[src/rtl/ysyx_22040127_mem_arbiter_pkg.sv]
// Shared types for the IF/LSU memory-port arbiter.
// Owner and FSM encodings plus default bus widths.
package ysyx_22040127_arb_pkg;

  localparam int ARB_ADDR_W = 32;
  localparam int ARB_DATA_W = 64;

  typedef enum logic [1:0] {
    IDLE,
    REQ,
    RESP
  } state_e;

  typedef enum logic {
    OWN_IF  = 1'b0,
    OWN_LSU = 1'b1
  } owner_e;

endpackage

[src/rtl/ysyx_22040127_mem_arbiter_if.sv]
// Request/response bus between a requester and a memory-side port.
// master drives requests, slave answers them.
interface ysyx_22040127_mem_arbiter_if
  import ysyx_22040127_arb_pkg::*;
#(
  parameter int ADDR_W = ARB_ADDR_W,
  parameter int DATA_W = ARB_DATA_W
);
  localparam int MASK_W = DATA_W / 8;

  logic              req_valid;
  logic              req_ready;
  logic [ADDR_W-1:0] req_addr;
  logic              req_wen;
  logic [DATA_W-1:0] req_wdata;
  logic [MASK_W-1:0] req_wmask;
  logic              rsp_valid;
  logic [DATA_W-1:0] rsp_data;

  modport master (
    output req_valid, req_addr, req_wen,
    output req_wdata, req_wmask,
    input  req_ready, rsp_valid, rsp_data
  );

  modport slave (
    input  req_valid, req_addr, req_wen,
    input  req_wdata, req_wmask,
    output req_ready, rsp_valid, rsp_data
  );

endinterface

[src/rtl/ysyx_22040127_mem_arbiter_pick.sv]
// Combinational grant selection between IF and LSU.
// MEM_ARB_RR_EN selects round-robin; otherwise LSU has fixed priority.
module ysyx_22040127_arb_pick
  import ysyx_22040127_arb_pkg::*;
(
  input  logic   if_valid,
  input  logic   lsu_valid,
`ifdef MEM_ARB_RR_EN
  input  owner_e last_grant,
`endif
  output logic   grant_if,
  output logic   grant_lsu
);

  always_comb begin
    grant_if  = 1'b0;
    grant_lsu = 1'b0;
    unique case (1'b1)
      (if_valid && lsu_valid): begin
`ifdef MEM_ARB_RR_EN
        grant_lsu = (last_grant == OWN_IF);
        grant_if  = (last_grant == OWN_LSU);
`else
        grant_lsu = 1'b1;
`endif
      end
      (lsu_valid && !if_valid): grant_lsu = 1'b1;
      (if_valid && !lsu_valid): grant_if  = 1'b1;
      default: ;
    endcase
  end

endmodule

[src/rtl/ysyx_22040127_mem_arbiter.sv]
// Shares one memory port between IF and LSU, one transaction in flight.
// Define MEM_ARB_RR_EN for round-robin arbitration.
module ysyx_22040127_mem_arbiter
  import ysyx_22040127_arb_pkg::*;
#(
  parameter int ADDR_W = ARB_ADDR_W,
  parameter int DATA_W = ARB_DATA_W
)(
  input  logic clk,
  input  logic rst,
  ysyx_22040127_mem_arbiter_if.slave  if_bus,
  ysyx_22040127_mem_arbiter_if.slave  lsu_bus,
  ysyx_22040127_mem_arbiter_if.master mem_bus,
  output logic busy
);
  localparam int MASK_W = DATA_W / 8;

  state_e            state;
  state_e            state_nx;
  owner_e            owner;
  logic [ADDR_W-1:0] addr;
  logic              wen;
  logic [DATA_W-1:0] wdata;
  logic [MASK_W-1:0] wmask;
  logic              grant_if;
  logic              grant_lsu;

`ifdef MEM_ARB_RR_EN
  owner_e last_grant;
`endif

  ysyx_22040127_arb_pick u_pick (
    .if_valid   (if_bus.req_valid),
    .lsu_valid  (lsu_bus.req_valid),
`ifdef MEM_ARB_RR_EN
    .last_grant (last_grant),
`endif
    .grant_if   (grant_if),
    .grant_lsu  (grant_lsu)
  );

  always_comb begin
    state_nx          = state;
    if_bus.req_ready  = 1'b0;
    lsu_bus.req_ready = 1'b0;
    if_bus.rsp_valid  = 1'b0;
    lsu_bus.rsp_valid = 1'b0;
    mem_bus.req_valid = 1'b0;
    unique case (state)
      IDLE: begin
        if_bus.req_ready  = grant_if;
        lsu_bus.req_ready = grant_lsu;
        if (grant_if || grant_lsu) state_nx = REQ;
      end
      REQ: begin
        mem_bus.req_valid = 1'b1;
        if (mem_bus.req_ready) state_nx = RESP;
      end
      RESP: begin
        if (mem_bus.rsp_valid) begin
          if_bus.rsp_valid  = (owner == OWN_IF);
          lsu_bus.rsp_valid = (owner == OWN_LSU);
          state_nx          = IDLE;
        end
      end
      default: state_nx = IDLE;
    endcase
    // The in-flight transaction is dropped silently under reset.
    if (rst) begin
      if_bus.req_ready  = 1'b0;
      lsu_bus.req_ready = 1'b0;
      if_bus.rsp_valid  = 1'b0;
      lsu_bus.rsp_valid = 1'b0;
      mem_bus.req_valid = 1'b0;
    end
  end

  always_ff @(posedge clk) begin
    if (rst) begin
      state <= IDLE;
      owner <= OWN_IF;
      addr  <= '0;
      wen   <= 1'b0;
      wdata <= '0;
      wmask <= '0;
    end else begin
      state <= state_nx;
      if (lsu_bus.req_ready) begin
        owner <= OWN_LSU;
        addr  <= lsu_bus.req_addr;
        wen   <= lsu_bus.req_wen;
        wdata <= lsu_bus.req_wdata;
        wmask <= lsu_bus.req_wmask;
      end else if (if_bus.req_ready) begin
        owner <= OWN_IF;
        addr  <= if_bus.req_addr;
        wen   <= 1'b0;
        wdata <= '0;
        wmask <= '0;
      end
    end
  end

`ifdef MEM_ARB_RR_EN
  always_ff @(posedge clk) begin
    if (rst)                    last_grant <= OWN_IF;
    else if (lsu_bus.req_ready) last_grant <= OWN_LSU;
    else if (if_bus.req_ready)  last_grant <= OWN_IF;
  end
`endif

  assign mem_bus.req_addr  = addr;
  assign mem_bus.req_wen   = wen;
  assign mem_bus.req_wdata = wdata;
  assign mem_bus.req_wmask = wmask;
  assign if_bus.rsp_data   = mem_bus.rsp_data;
  assign lsu_bus.rsp_data  = mem_bus.rsp_data;
  assign busy              = (state != IDLE);

endmodule
[src/flat_wrapper.sv]
// flat-port wrapper written by rule: the top's interface ports become plain ports
module ysyx_22040127_mem_arbiter_flat import ysyx_22040127_arb_pkg::*;
#(
  parameter int ADDR_W = ARB_ADDR_W,
  parameter int DATA_W = ARB_DATA_W
)
  (clk, rst, busy, if_bus_req_valid, if_bus_req_addr, if_bus_req_wen, if_bus_req_wdata, if_bus_req_wmask, if_bus_req_ready, if_bus_rsp_valid, if_bus_rsp_data, lsu_bus_req_valid, lsu_bus_req_addr, lsu_bus_req_wen, lsu_bus_req_wdata, lsu_bus_req_wmask, lsu_bus_req_ready, lsu_bus_rsp_valid, lsu_bus_rsp_data, mem_bus_req_valid, mem_bus_req_addr, mem_bus_req_wen, mem_bus_req_wdata, mem_bus_req_wmask, mem_bus_req_ready, mem_bus_rsp_valid, mem_bus_rsp_data);
  ysyx_22040127_mem_arbiter_if #(.ADDR_W(ADDR_W), .DATA_W(DATA_W)) if_bus_i ();
  ysyx_22040127_mem_arbiter_if #(.ADDR_W(ADDR_W), .DATA_W(DATA_W)) lsu_bus_i ();
  ysyx_22040127_mem_arbiter_if #(.ADDR_W(ADDR_W), .DATA_W(DATA_W)) mem_bus_i ();
  input  logic clk;
  input  logic rst;
  output logic busy;
  input wire logic [$bits(if_bus_i.req_valid)-1:0] if_bus_req_valid;
  input wire logic [$bits(if_bus_i.req_addr)-1:0] if_bus_req_addr;
  input wire logic [$bits(if_bus_i.req_wen)-1:0] if_bus_req_wen;
  input wire logic [$bits(if_bus_i.req_wdata)-1:0] if_bus_req_wdata;
  input wire logic [$bits(if_bus_i.req_wmask)-1:0] if_bus_req_wmask;
  output wire logic [$bits(if_bus_i.req_ready)-1:0] if_bus_req_ready;
  output wire logic [$bits(if_bus_i.rsp_valid)-1:0] if_bus_rsp_valid;
  output wire logic [$bits(if_bus_i.rsp_data)-1:0] if_bus_rsp_data;
  input wire logic [$bits(lsu_bus_i.req_valid)-1:0] lsu_bus_req_valid;
  input wire logic [$bits(lsu_bus_i.req_addr)-1:0] lsu_bus_req_addr;
  input wire logic [$bits(lsu_bus_i.req_wen)-1:0] lsu_bus_req_wen;
  input wire logic [$bits(lsu_bus_i.req_wdata)-1:0] lsu_bus_req_wdata;
  input wire logic [$bits(lsu_bus_i.req_wmask)-1:0] lsu_bus_req_wmask;
  output wire logic [$bits(lsu_bus_i.req_ready)-1:0] lsu_bus_req_ready;
  output wire logic [$bits(lsu_bus_i.rsp_valid)-1:0] lsu_bus_rsp_valid;
  output wire logic [$bits(lsu_bus_i.rsp_data)-1:0] lsu_bus_rsp_data;
  output wire logic [$bits(mem_bus_i.req_valid)-1:0] mem_bus_req_valid;
  output wire logic [$bits(mem_bus_i.req_addr)-1:0] mem_bus_req_addr;
  output wire logic [$bits(mem_bus_i.req_wen)-1:0] mem_bus_req_wen;
  output wire logic [$bits(mem_bus_i.req_wdata)-1:0] mem_bus_req_wdata;
  output wire logic [$bits(mem_bus_i.req_wmask)-1:0] mem_bus_req_wmask;
  input wire logic [$bits(mem_bus_i.req_ready)-1:0] mem_bus_req_ready;
  input wire logic [$bits(mem_bus_i.rsp_valid)-1:0] mem_bus_rsp_valid;
  input wire logic [$bits(mem_bus_i.rsp_data)-1:0] mem_bus_rsp_data;
  assign if_bus_i.req_valid = if_bus_req_valid;
  assign if_bus_i.req_addr = if_bus_req_addr;
  assign if_bus_i.req_wen = if_bus_req_wen;
  assign if_bus_i.req_wdata = if_bus_req_wdata;
  assign if_bus_i.req_wmask = if_bus_req_wmask;
  assign if_bus_req_ready = if_bus_i.req_ready;
  assign if_bus_rsp_valid = if_bus_i.rsp_valid;
  assign if_bus_rsp_data = if_bus_i.rsp_data;
  assign lsu_bus_i.req_valid = lsu_bus_req_valid;
  assign lsu_bus_i.req_addr = lsu_bus_req_addr;
  assign lsu_bus_i.req_wen = lsu_bus_req_wen;
  assign lsu_bus_i.req_wdata = lsu_bus_req_wdata;
  assign lsu_bus_i.req_wmask = lsu_bus_req_wmask;
  assign lsu_bus_req_ready = lsu_bus_i.req_ready;
  assign lsu_bus_rsp_valid = lsu_bus_i.rsp_valid;
  assign lsu_bus_rsp_data = lsu_bus_i.rsp_data;
  assign mem_bus_req_valid = mem_bus_i.req_valid;
  assign mem_bus_req_addr = mem_bus_i.req_addr;
  assign mem_bus_req_wen = mem_bus_i.req_wen;
  assign mem_bus_req_wdata = mem_bus_i.req_wdata;
  assign mem_bus_req_wmask = mem_bus_i.req_wmask;
  assign mem_bus_i.req_ready = mem_bus_req_ready;
  assign mem_bus_i.rsp_valid = mem_bus_rsp_valid;
  assign mem_bus_i.rsp_data = mem_bus_rsp_data;
  ysyx_22040127_mem_arbiter #(.ADDR_W(ADDR_W), .DATA_W(DATA_W)) u_core (.clk(clk), .rst(rst), .if_bus(if_bus_i), .lsu_bus(lsu_bus_i), .mem_bus(mem_bus_i), .busy(busy));
endmodule
[config.mk]
export PLATFORM = sky130hd
export DESIGN_NAME = ysyx_22040127_mem_arbiter_flat
export DESIGN_NICKNAME = d
export VERILOG_FILES = /design/src/rtl/ysyx_22040127_mem_arbiter_pkg.sv /design/src/rtl/ysyx_22040127_mem_arbiter_if.sv /design/src/rtl/ysyx_22040127_mem_arbiter_pick.sv /design/src/rtl/ysyx_22040127_mem_arbiter.sv /design/src/flat_wrapper.sv
export SDC_FILE = /design/constraint.sdc
export NUM_CORES = 1
export LEC_CHECK = 0
export ABC_AREA = 1
export CAP_MARGIN = 10
export CORE_AREA = 2 2 204 206
export CTS_BUF_LIST = sky130_fd_sc_hd__clkbuf_8
export DETAILED_ROUTE_END_ITERATION = 8
export DIE_AREA = 0 0 206 208
export PLACE_DENSITY = 0.42
export SETUP_SLACK_MARGIN = 0.15
export SYNTH_ARGS = -nofsm -noshare
export SYNTH_HDL_FRONTEND = slang
export SYNTH_SLANG_ARGS = --single-unit
[constraint.sdc]
create_clock -name clk -period 1.36 [get_ports clk]
set_input_delay 0.34 -clock clk [delete_from_list [all_inputs] [get_ports clk]]
set_output_delay 0.34 -clock clk [all_outputs]
set_load 0.005 [all_outputs]
Yosys cells after proc, flatten, opt, wreduce, memory -nomap -nowiden --
Cells that the tools add are included.
Word-level totals: bits of input ports 280, output and inout port bits 239, bits in registers 108
Cells by class: multiplexer cells 27, bitwise operators 1, equality and inequality tests 5, reductions and logical operators 11
Operator list (count):
- 2-to-1 mux 64 bit | 2
- 2-to-1 mux 32 bit | 2
- 2-to-1 mux 1 bit | 17
- 2-to-1 mux 8 bit | 2
- 2-to-1 mux 2 bit | 3
- case mux 2 bit (3 select lines) | 1
- inequality test 2 bit, second input constant | 2
- nonzero test 2 bit | 2
- logical AND 1 bit | 3
- AND reduction 3 bit | 1
- equality test 2 x 1 -> 1 bit, second input constant | 1
- equality test 2 bit, second input constant | 1
- zero test 1 bit | 2
- zero test 2 bit | 1
- inequality test 2 x 1 -> 1 bit, second input constant | 1
- OR reduction 2 bit | 1
- logical OR 1 bit | 1
- NOT 1 bit | 1

Depth between registers and ports, before layout --
Gate-level depths: netlist of run 1.
depth after elaboration 7, gate-level depth with buffers 8, depth with buffers taken out 7

Cells and area by module --
From an unflattened synthesis of run 1, not the netlist that was laid out.
Second synthesis, totals: cell total of the unflattened synthesis 794, area, all modules 5621.6 µm²
Modules (own cells, without submodules):
- ysyx_22040127_mem_arbiter | area each 5610.4 µm², cells each 791, seq. area each 2162.1 µm², instances 1
- ysyx_22040127_arb_pick | area each 11.3 µm², cells each 3, seq. area each 0.0 µm², instances 1

Worst setup path after synthesis of run 1 --
OpenSTA, ideal clock, no wires.
kind input-to-output, start point input port rst, end point output port if_bus_req_ready, arrival 1.066 ns, path slack -0.046 ns, stages 5, path through buf_2 inv_2 buf_1 nand4_1 inv_1
Between the ends: longest elaborated chain between the ends 1
Ends and longest elaborated chain:
- start, declared | line flat_wrapper.sv:12 | input logic rst;
- 2-to-1 mux 1 bit | line ysyx_22040127_mem_arbiter.sv:69 | if (rst) begin
- end, declared | line flat_wrapper.sv:19 | output wire logic [$bits(if_bus_i.req_ready)-1:0] if_bus_req_ready;
No other way between the ends.

Final worst setup path of run 1 --
start point register u_core.state[1], end point register u_core.owner
Between the ends: longest elaborated chain between the ends 4, elaborated cells between the ends (all ways) 7
Ends and longest elaborated chain:
- start, declared | line ysyx_22040127_mem_arbiter.sv:18 | state_e state;
- start signal, assigned | line ysyx_22040127_mem_arbiter.sv:87 | state <= state_nx;
- zero test 2 bit (*) | line ysyx_22040127_mem_arbiter.sv:49 | unique case (state)
- 2-to-1 mux 1 bit | line ysyx_22040127_mem_arbiter.sv:49
- 2-to-1 mux 1 bit | line ysyx_22040127_mem_arbiter.sv:69
- 2-to-1 mux 1 bit / nonzero test 2 bit (equally long branches)
- end signal, assigned | line ysyx_22040127_mem_arbiter.sv:81 | owner <= OWN_IF;
- end signal, assigned | line ysyx_22040127_mem_arbiter.sv:89 | owner <= OWN_LSU;
- end signal, assigned | line ysyx_22040127_mem_arbiter.sv:95 | owner <= OWN_IF;
- end, declared | line ysyx_22040127_mem_arbiter.sv:20 | owner_e owner;
Every way passes the cells marked *; elsewhere a longest branch is shown, timed or not. A chain may end at the register's enable or synchronous reset.

==> impl_metrics.yaml, run 1 <==
timing:
  fmaxAchievable_ghz: 0.571
  finalClockSkew_ns: 0.0131
  setup_slack_ns: -0.392
  final_max_slew_viol_count: 0
  slew_headroom: 0.552
  grt_setup_unrepaired: "yes"
  final_hold_viol_count: 0
  tightest_slew_ns: 0.672
  period_minus_slack_ns: 1.75
  post-route-period-util: 1.29
  tns_ns: -7.29
  finalSetupViolations: 85
synth:
  synth_top_area_frac: 0.379
  synth_edf_count: 0
  synthMuxAreaShare: 0
  synth_area_leader_cell: "dfxtp_1"
  synth-simple-area-share: 0.262
  synthCells: 827
  ys.flop_type: "dfxtp_1"
  synthesis.nets: 1107
  yosys_warnings: 0
  synthTopCellsByArea: "dfxtp_1 (38%), buf_4 (18%), nand2_1 (11%)"
  synth_top_family_by_area: "buffers and inverters"
  yosysMostFrequentCell: "nand2_1"
  synth_area_um2: 5710
  synth_cell_types: 19
  synth_common_cells: "nand2_1 (174), buf_4 (134), dfxtp_1 (108), nand3_1 (108), a21oi_1 (107)"
  postSynthAreaPerCell_um2: 6.90
  async_flop_share: 0
  ys_ff_latch: 108
  synthAdderAreaFrac: 0
  synth.yosys.seq_area_share: 0.379
  synthXorXnorAreaFrac: 0
  synth_compound_area_frac: 0.0938
grt:
  grt_use_total: 0.103
  overflow: 0
  grt_max_degree: 56
  grt_pass1_wl_um: 33200
  antenna_found_initial: 1
  grt_pass1_vias: 5527
clock_tree:
  cts_tree: "built"
  clockBufferDepth: 2
  cts_sinks: 108
  insertion_delay_ns: 0.43
  cts_buffers: 9
  path_clk_slew_ns: 0.11
  holdBufCountCts: 0
  htree_levels: 3
  cts-root-buf: "clkbuf_8"
floorplanning:
  fp.dieH_um: 208
  start_util: 0.141
  pin_count: 519
  die_w_um: 206
  core_area_um2: 40600
  die_area_um2: 42800
  rows: 74
worst_setup_path:
  startpoint_type: "flop"
  critPathCaptureType: "flop"
  crit_type: "reg2reg"
  cp_max_fo: 3
  arrival_ns: 2.07
  worstPathRequired_ns: 1.68
finish:
  drive_above_1_share: 0.347
  final_core_util: 0.223
  ff_latch_area_um2: 2300
  fill_cells: 4492
  multi_input_area_um2: 2140
  layout.nets: 1260
  syn2layout_area_growth_pct: 58.5
place:
  io_buffers: 253
  hpwlAfterDp_um: 14800
  place_congestion: 0.730
drt:
  wl_per_cell_um: 16.4
  via_per_inst: 3.72
  drc_errors: 0
  drtPass1Iterations: 4
  ant_nets: 0
  via_count: 5643
  drt_iter0_drc: 211
  wirelength_um: 24900
power_and_ir_drop:
  leakage_nw: 3.90
  p_per_area_nw_per_um2: 946
  irDropWorstVdd_mv: 0.410
run:
  cap_violations: 0
outcome:
  status: "finished with violations"
  violations: "negative setup slack"
min_path:
  hold_class: "in2reg"
==> cell type report <==
cell class,count,share of cell area
Clock buffer,11,0.0167
Clock inverter,5,0.00318
Antenna cell,1,0.000277
Sequential cell,108,0.254
Timing Repair Buffer,326,0.384
Inverter,72,0.0310
Tap cell,532,0.0736
Multi-Input combinational cell,463,0.236
==> worst max-delay path, stage by stage, from the launching register on <==
cell and delay (ns):
dfxtp_2 0.36, nor2_4 0.12, nand4_1 0.10, buf_4 0.15, buf_6 0.10, buf_6 0.10
buf_6 0.10, buf_6 0.10, buf_6 0.10, buf_6 0.10, buf_6 0.10, buf_6 0.11
nand3_2 0.05, nand2_1 0.05
==> cells by family (layout without fill, tap and decap cells) <==
logic type	Yosys count	after routing
AOI/OAI and AO/OA	107	107
buffers and inverters	256	414
DFF	108	108
other	0	1
and+or+nand+nor	356	356
==> flip-flops by register name, indices dropped and copies added, names as in the netlist <==
signal / count
u_core.state: 2
u_core.mem_bus.req_addr: 32
u_core.owner: 1
u_core.mem_bus.req_wmask: 8
u_core.mem_bus.req_wdata: 64
u_core.mem_bus.req_wen: 1
==> final timing paths <==
check                                             startpoint                      endpoint  slack (ns)  depth (start not counted)
worst min-delay path                                     rst  u_core.mem_bus.req_wdata[61]        0.28                          3
worst max register to register               u_core.state[1]                  u_core.owner       -0.39                         13
worst min register to register  u_core.mem_bus.req_wdata[59]  u_core.mem_bus.req_wdata[59]        0.46                          2
worst max-delay path                         u_core.state[1]                  u_core.owner       -0.39                         13
==> through the flow <==
stage | cell area, um^2 | setup slack, ns | total power, mW | hold WS [ns] | instances
floorplan | 5770 | 0.139 | 4.85 | 0.455 | 827
global placement | 7930 | -0.739 | 5.79 | 0.448 | 1456
detailed placement | 7930 | -0.729 | 5.78 | 0.452 | 1456
CTS | 8530 | -0.364 | 8.33 | 0.222 | 1499
global route | 9040 | -0.439 | 9.15 | 0.248 | 1518
finish | 9040 | -0.392 | 8.55 | 0.282 | 1518
==> cells in the final DEF (no fill, tap or decap), types with 3 or more instances in the layout <==
cell type,count
a21oi_2,5
inv_1,67
nor2_4,3
nand2_1,162
nand3_1,104
buf_12,7
buf_2,40
nor2_1,65
dfxtp_2,107
buf_6,89
nand3_2,4
inv_2,5
clkbuf_8,11
clkdlybuf4s50_1,140
nand2_2,11
buf_16,8
clkbuf_16,9
a21oi_1,102
buf_4,28
==> layer usage <==
layer  routed length (um)  vias to the layer above  track usage  part of all wire
li1                     -                     2782            -                 -
met1                 9630                     2574        0.107              0.39
met2                12100                      229        0.177              0.49
met3                 2450                       58       0.0509             0.098
met4                  681                        0       0.0394             0.027
met5                    0                        -      0.00115                 0
==> power by group <==
group          switching, mW  internal [mW]
clock                   1.25          0.756
sequential             0.160           3.45
combinational           1.32           1.61
total                   2.74           5.82
==> what timing repair did <==
item,CTS,global route
setup endpoints to repair,217,218
cloned,6,14
buffers inserted,21,4
gates resized for setup,653,46
pin swaps,7,7
Note: power is estimated with default switching activity, not from simulation.
==> run 2, diff against run 1 <==
PLACE_DENSITY = unset   (was 0.42)
==> run 2 against run 1 <==
Net effect: the flow still finishes with violations (negative setup slack); design area is 21% higher; sequential share of layout area is 4.4 points lower; non-clock buffer count is 56 higher; critical endpoint unchanged; count of clock-buffer cells in the layout is 1 lower; critical path type unchanged; sequential cell count stayed put; routed wire length is 6.6% higher; highest routed layer is now met5; largest power group is now combinational logic; clock skew is 0.0050 ns higher; total power is 14% higher.
==> impl_metrics.yaml, run 2 (synthesized netlist as in run 1, its figures left out) <==
outcome:
  status: "finished with violations"
  violations: "negative setup slack"
power_and_ir_drop:
  irDropWorstVdd_mv: 0.374
  p_per_area_nw_per_um2: 891
  leakage_nw: 4.72
  power_mw: 9.77
grt:
  grt_use_total: 0.112
  grt_max_degree: 40
  antenna_found_initial: 1
  overflow: 0
  grt_pass1_wl_um: 35100
  grt_pass1_vias: 5822
timing:
  tightest_slew_ns: 0.642
  finalClockSkew_ns: 0.0181
  final_hold_viol_count: 0
  finalSetupViolations: 113
  post-route-period-util: 1.33
  final_max_slew_viol_count: 0
  fmaxAchievable_ghz: 0.553
  period_minus_slack_ns: 1.81
  slew_headroom: 0.572
  grt_setup_unrepaired: "yes"
  setup_slack_ns: -0.447
floorplanning:
  pin_count: 519
  start_util: 0.141
  rows: 74
  die_w_um: 206
  core_area_um2: 40600
  die_area_um2: 42800
  fp.dieH_um: 208
drt:
  via_count: 6030
  drtPass1Iterations: 4
  top_layer: "met5"
  drt_iter0_drc: 188
  ant_nets: 0
  via_per_inst: 3.83
  drc_errors: 0
  wirelength_um: 26500
  wl_per_cell_um: 16.8
  wl_met3_um: 2080
  wl_met2_um: 13400
  drt-met1-wl_um: 10100
worst_setup_path:
  startpoint_type: "flop"
  arrival_ns: 2.14
  worstPathRequired_ns: 1.69
  cp_max_fo: 3
  crit_type: "reg2reg"
  critPathCaptureType: "flop"
finish:
  largest_reg_flops: 64
  syn2layout_area_growth_pct: 92.2
  drive_above_1_share: 0.545
  fill_cells: 4283
  most-common-layout-cells: "clkdlybuf4s50_1 (140), nand2_1 (129), dfxtp_2 (101)"
  final_common_cell: "clkdlybuf4s50_1"
  final_core_util: 0.270
  layout.nets: 1317
  diodes: 0
clock_tree:
  clockBufferDepth: 2
  htree_levels: 3
  cts_tree: "built"
  insertion_delay_ns: 0.42
  cts_buffers: 9
  holdBufCountCts: 0
  cts_sinks: 108
  path_clk_slew_ns: 0.12
  cts-root-buf: "clkbuf_8"
min_path:
  hold_class: "in2reg"
place:
  hpwlAfterDp_um: 15300
  place_congestion: 0.785
  io_buffers: 253
run:
  cap_violations: 0
[run 2: final cells by class]
cell class	instances	area, um^2	area share
Clock buffer	10	138	0.0125
Clock inverter	6	81.3	0.00742
Inverter	72	299	0.0273
Multi-Input combinational cell	463	3050	0.278
Sequential cell	108	2310	0.211
Tap cell	532	666	0.0607
Timing Repair Buffer	382	4400	0.401
Timing Repair inverter	1	16.3	0.00148
[run 2: power breakdown]
| part | internal, mW | leakage (nW) | switching (mW) |
|---|---|---|---|
| logic | 2.21 | 3.68 | 1.72 |
| clock network | 0.937 | 0.110 | 1.29 |
| registers | 3.44 | 0.930 | 0.175 |
[run 2: per-stage QoR]
stage | setup WS (ns) | TNS, ns | area, um^2 | std cells | hold WS [ns]
finish | -0.447 | -27.93 | 11000 | 1574 | 0.332
global placement | -0.610 | -54.89 | 8130 | 1465 | 0.446
global route | -0.506 | -35.39 | 11000 | 1574 | 0.301
CTS | -0.393 | -19.23 | 9520 | 1534 | 0.258
floorplan | 0.139 | 0 | 5770 | 827 | 0.455
detailed placement | -0.603 | -57.09 | 8130 | 1465 | 0.451
[run 2: final timing paths]
kind,depth (start not counted),end,slack (ns),from
worst max-delay path,13,u_core.owner,-0.45,u_core.state[0]
worst min-delay path,3,u_core.mem_bus.req_wdata[0],0.33,rst
worst max register to register,13,u_core.owner,-0.45,u_core.state[0]
worst min register to register,2,u_core.mem_bus.req_wdata[21],0.47,u_core.mem_bus.req_wdata[21]
[run 2: critical path, stage by stage, from the launching register on]
cell	delay [ns]
dfxtp_4	0.38
nor2_4	0.13
nand4_1	0.13
buf_4	0.16
buf_6	0.10
buf_6	0.10
buf_6	0.10
buf_6	0.10
buf_6	0.10
buf_6	0.10
buf_6	0.10
buf_6	0.10
nand3_2	0.05
nand2_1	0.05
[run 2: layer usage]
layer,vias up,global-route usage
li1,2898,-
met1,2819,0.121
met2,244,0.194
met3,65,0.0434
met4,4,0.0470
met5,-,0.00806
[run 2: timing repair]
item                                    CTS  global route
resized for setup                       727           218
setup buffers                            33            28
endpoints found under the setup margin  217           218
pin swaps                                60            57
gates cloned                             20            12
endpoints found under the hold margin     0             0
==> run 3, diff against run 2 <==
CORE_AREA = 2 2 201 203   (was 2 2 204 206)
CTS_BUF_LIST = unset   (was sky130_fd_sc_hd__clkbuf_8)
DIE_AREA = 0 0 203 205   (was 0 0 206 208)
==> run 3 against run 2 <==
Net effect: worst hold slack improved by 0.052 ns; die area fell by 2.9%; count of clock-buffer cells in the layout did not move; the flow still finishes with violations (negative setup slack); critical endpoint is now lsu_bus_req_ready; final cell count fell by 2.1%.
==> impl_metrics.yaml, run 3 (synthesized netlist as in run 1, its figures left out) <==
outcome:
  status: "finished with violations"
  violations: "negative setup slack"
floorplanning:
  rows: 73
  core_area_um2: 39400
  start_util: 0.145
  fp.dieH_um: 205
  pin_count: 519
  die_w_um: 203
  die_area_um2: 41600
place:
  dp_slack_ns: -0.642
  placed_area_um2: 8050
  hpwlAfterDp_um: 14800
  place_congestion: 0.817
  place_inst: 1457
  io_buffers: 253
worst_setup_path:
  reg2reg_to: "u_core.mem_bus.req_addr[17]"
  arrival_ns: 1.30
  crit_start: "lsu_bus_req_valid"
  startpoint_type: "primary input"
  worstPathRequired_ns: 1.02
  crit_type: "in2out"
  rr_worst_depth: 11
  reg2reg_slack_ns: -0.28
  reg2reg_from: "u_core.state[0]"
  critPathCaptureType: "primary output"
  critPathCapture: "lsu_bus_req_ready"
  cp_max_fo: 3
drt:
  via_count: 5906
  drtPass1Iterations: 4
  wirelength_um: 24300
  wl_per_cell_um: 15.8
  ant_nets: 0
  drt_iter0_drc: 314
  via_per_inst: 3.83
  drc_errors: 0
timing:
  grt_setup_unrepaired: "yes"
  slew_headroom: 0.465
  post-route-period-util: 1.21
  final_max_slew_viol_count: 0
  finalSetupViolations: 112
  setup_slack_ns: -0.283
  final_hold_viol_count: 0
  tightest_slew_ns: 0.802
  period_minus_slack_ns: 1.64
  fmaxAchievable_ghz: 0.609
  finalClockSkew_ns: 0.0104
  holdWs_ns: 0.384
finish:
  final_common_cell: "clkdlybuf4s50_1"
  fill_cells: 4238
  final_core_util: 0.256
  syn2layout_area_growth_pct: 76.9
  diodes: 0
  layout.nets: 1291
  final_area_um2: 10100
  multi_input_area_um2: 2900
  drive_above_1_share: 0.523
  most-common-layout-cells: "clkdlybuf4s50_1 (141), nand3_1 (107), dfxtp_2 (96)"
  largest_reg_flops: 64
  ff_latch_area_um2: 2320
  fin_cells: 1541
grt:
  overflow: 0
  grt_pass1_vias: 5765
  grt_use_total: 0.111
  grt_max_degree: 56
  antenna_found_initial: 1
  grt_pass1_wl_um: 34500
run:
  cap_violations: 0
power_and_ir_drop:
  irDropWorstVdd_mv: 0.470
  p_per_area_nw_per_um2: 952
  leakage_nw: 4.45
clock_tree:
  insertion_delay_ns: 0.37
  path_clk_slew_ns: 0.08
  htree_levels: 3
  holdBufCountCts: 0
  cts-root-buf: "clkbuf_16"
  cts_tree: "built"
  cts_buffers: 9
  clockBufferDepth: 2
  cts_sinks: 108
min_path:
  hold_class: "in2reg"
-- run 3: power breakdown --
part | switching [mW] | internal, mW
sequential | 0.160 | 3.44
combinational | 1.61 | 1.76
clock | 1.32 | 1.32
-- run 3: routing by layer --
metal / vias up / wire length (um) / track usage
met1: 2681 / 9430 / 0.122
met3: 88 / 2160 / 0.0439
met5: - / 13 / 0
met2: 283 / 11400 / 0.185
met4: 2 / 1270 / 0.0620
li1: 2852 / - / -
-- run 3: worst min path at each step --
stage	from	end	slack (ns)	cells after the start
after floorplan	u_core.mem_bus.req_wdata[30]	u_core.mem_bus.req_wdata[30]	0.46	2
after global placement	u_core.mem_bus.req_wdata[61]	u_core.mem_bus.req_wdata[61]	0.45	2
after detailed placement	u_core.mem_bus.req_wdata[57]	u_core.mem_bus.req_wdata[57]	0.45	2
after CTS	rst	u_core.mem_bus.req_wdata[61]	0.36	3
after global routing	rst	u_core.mem_bus.req_wdata[61]	0.38	3
final	rst	u_core.mem_bus.req_wdata[61]	0.38	3
-- run 3: stage by stage --
stage	setup TNS (ns)	power [mW]
floorplan	0	4.85
global placement	-64.66	5.81
detailed placement	-63.16	5.83
CTS	-22.54	9.45
global route	-30.27	10.2
finish	-23.79	9.61
-- run 3: cell type report --
class                   instances  area share
repair buffers                356       0.359
multi-input cells             463       0.287
flip-flops and latches        108       0.230
well taps                     525      0.0651
inverters                      72      0.0284
clock buffers                  10      0.0237
clock inverters                 6     0.00471
repair inverters                1     0.00198
-- run 3: worst max-delay path: stages --
cell,delay [ns]
clkdlybuf4s50_1,0.48
inv_1,0.08
nor2_4,0.19
nand2_4,0.07
inv_2,0.05
buf_6,0.08
-- run 3: timing repair --
| action | in CTS | in global routing |
|---|---|---|
| endpoints found under the setup margin | 217 | 167 |
| gates resized for setup | 765 | 144 |
| gates cloned | 20 | 1 |
| buffers inserted | 22 | 25 |
| pin swaps | 48 | 68 |
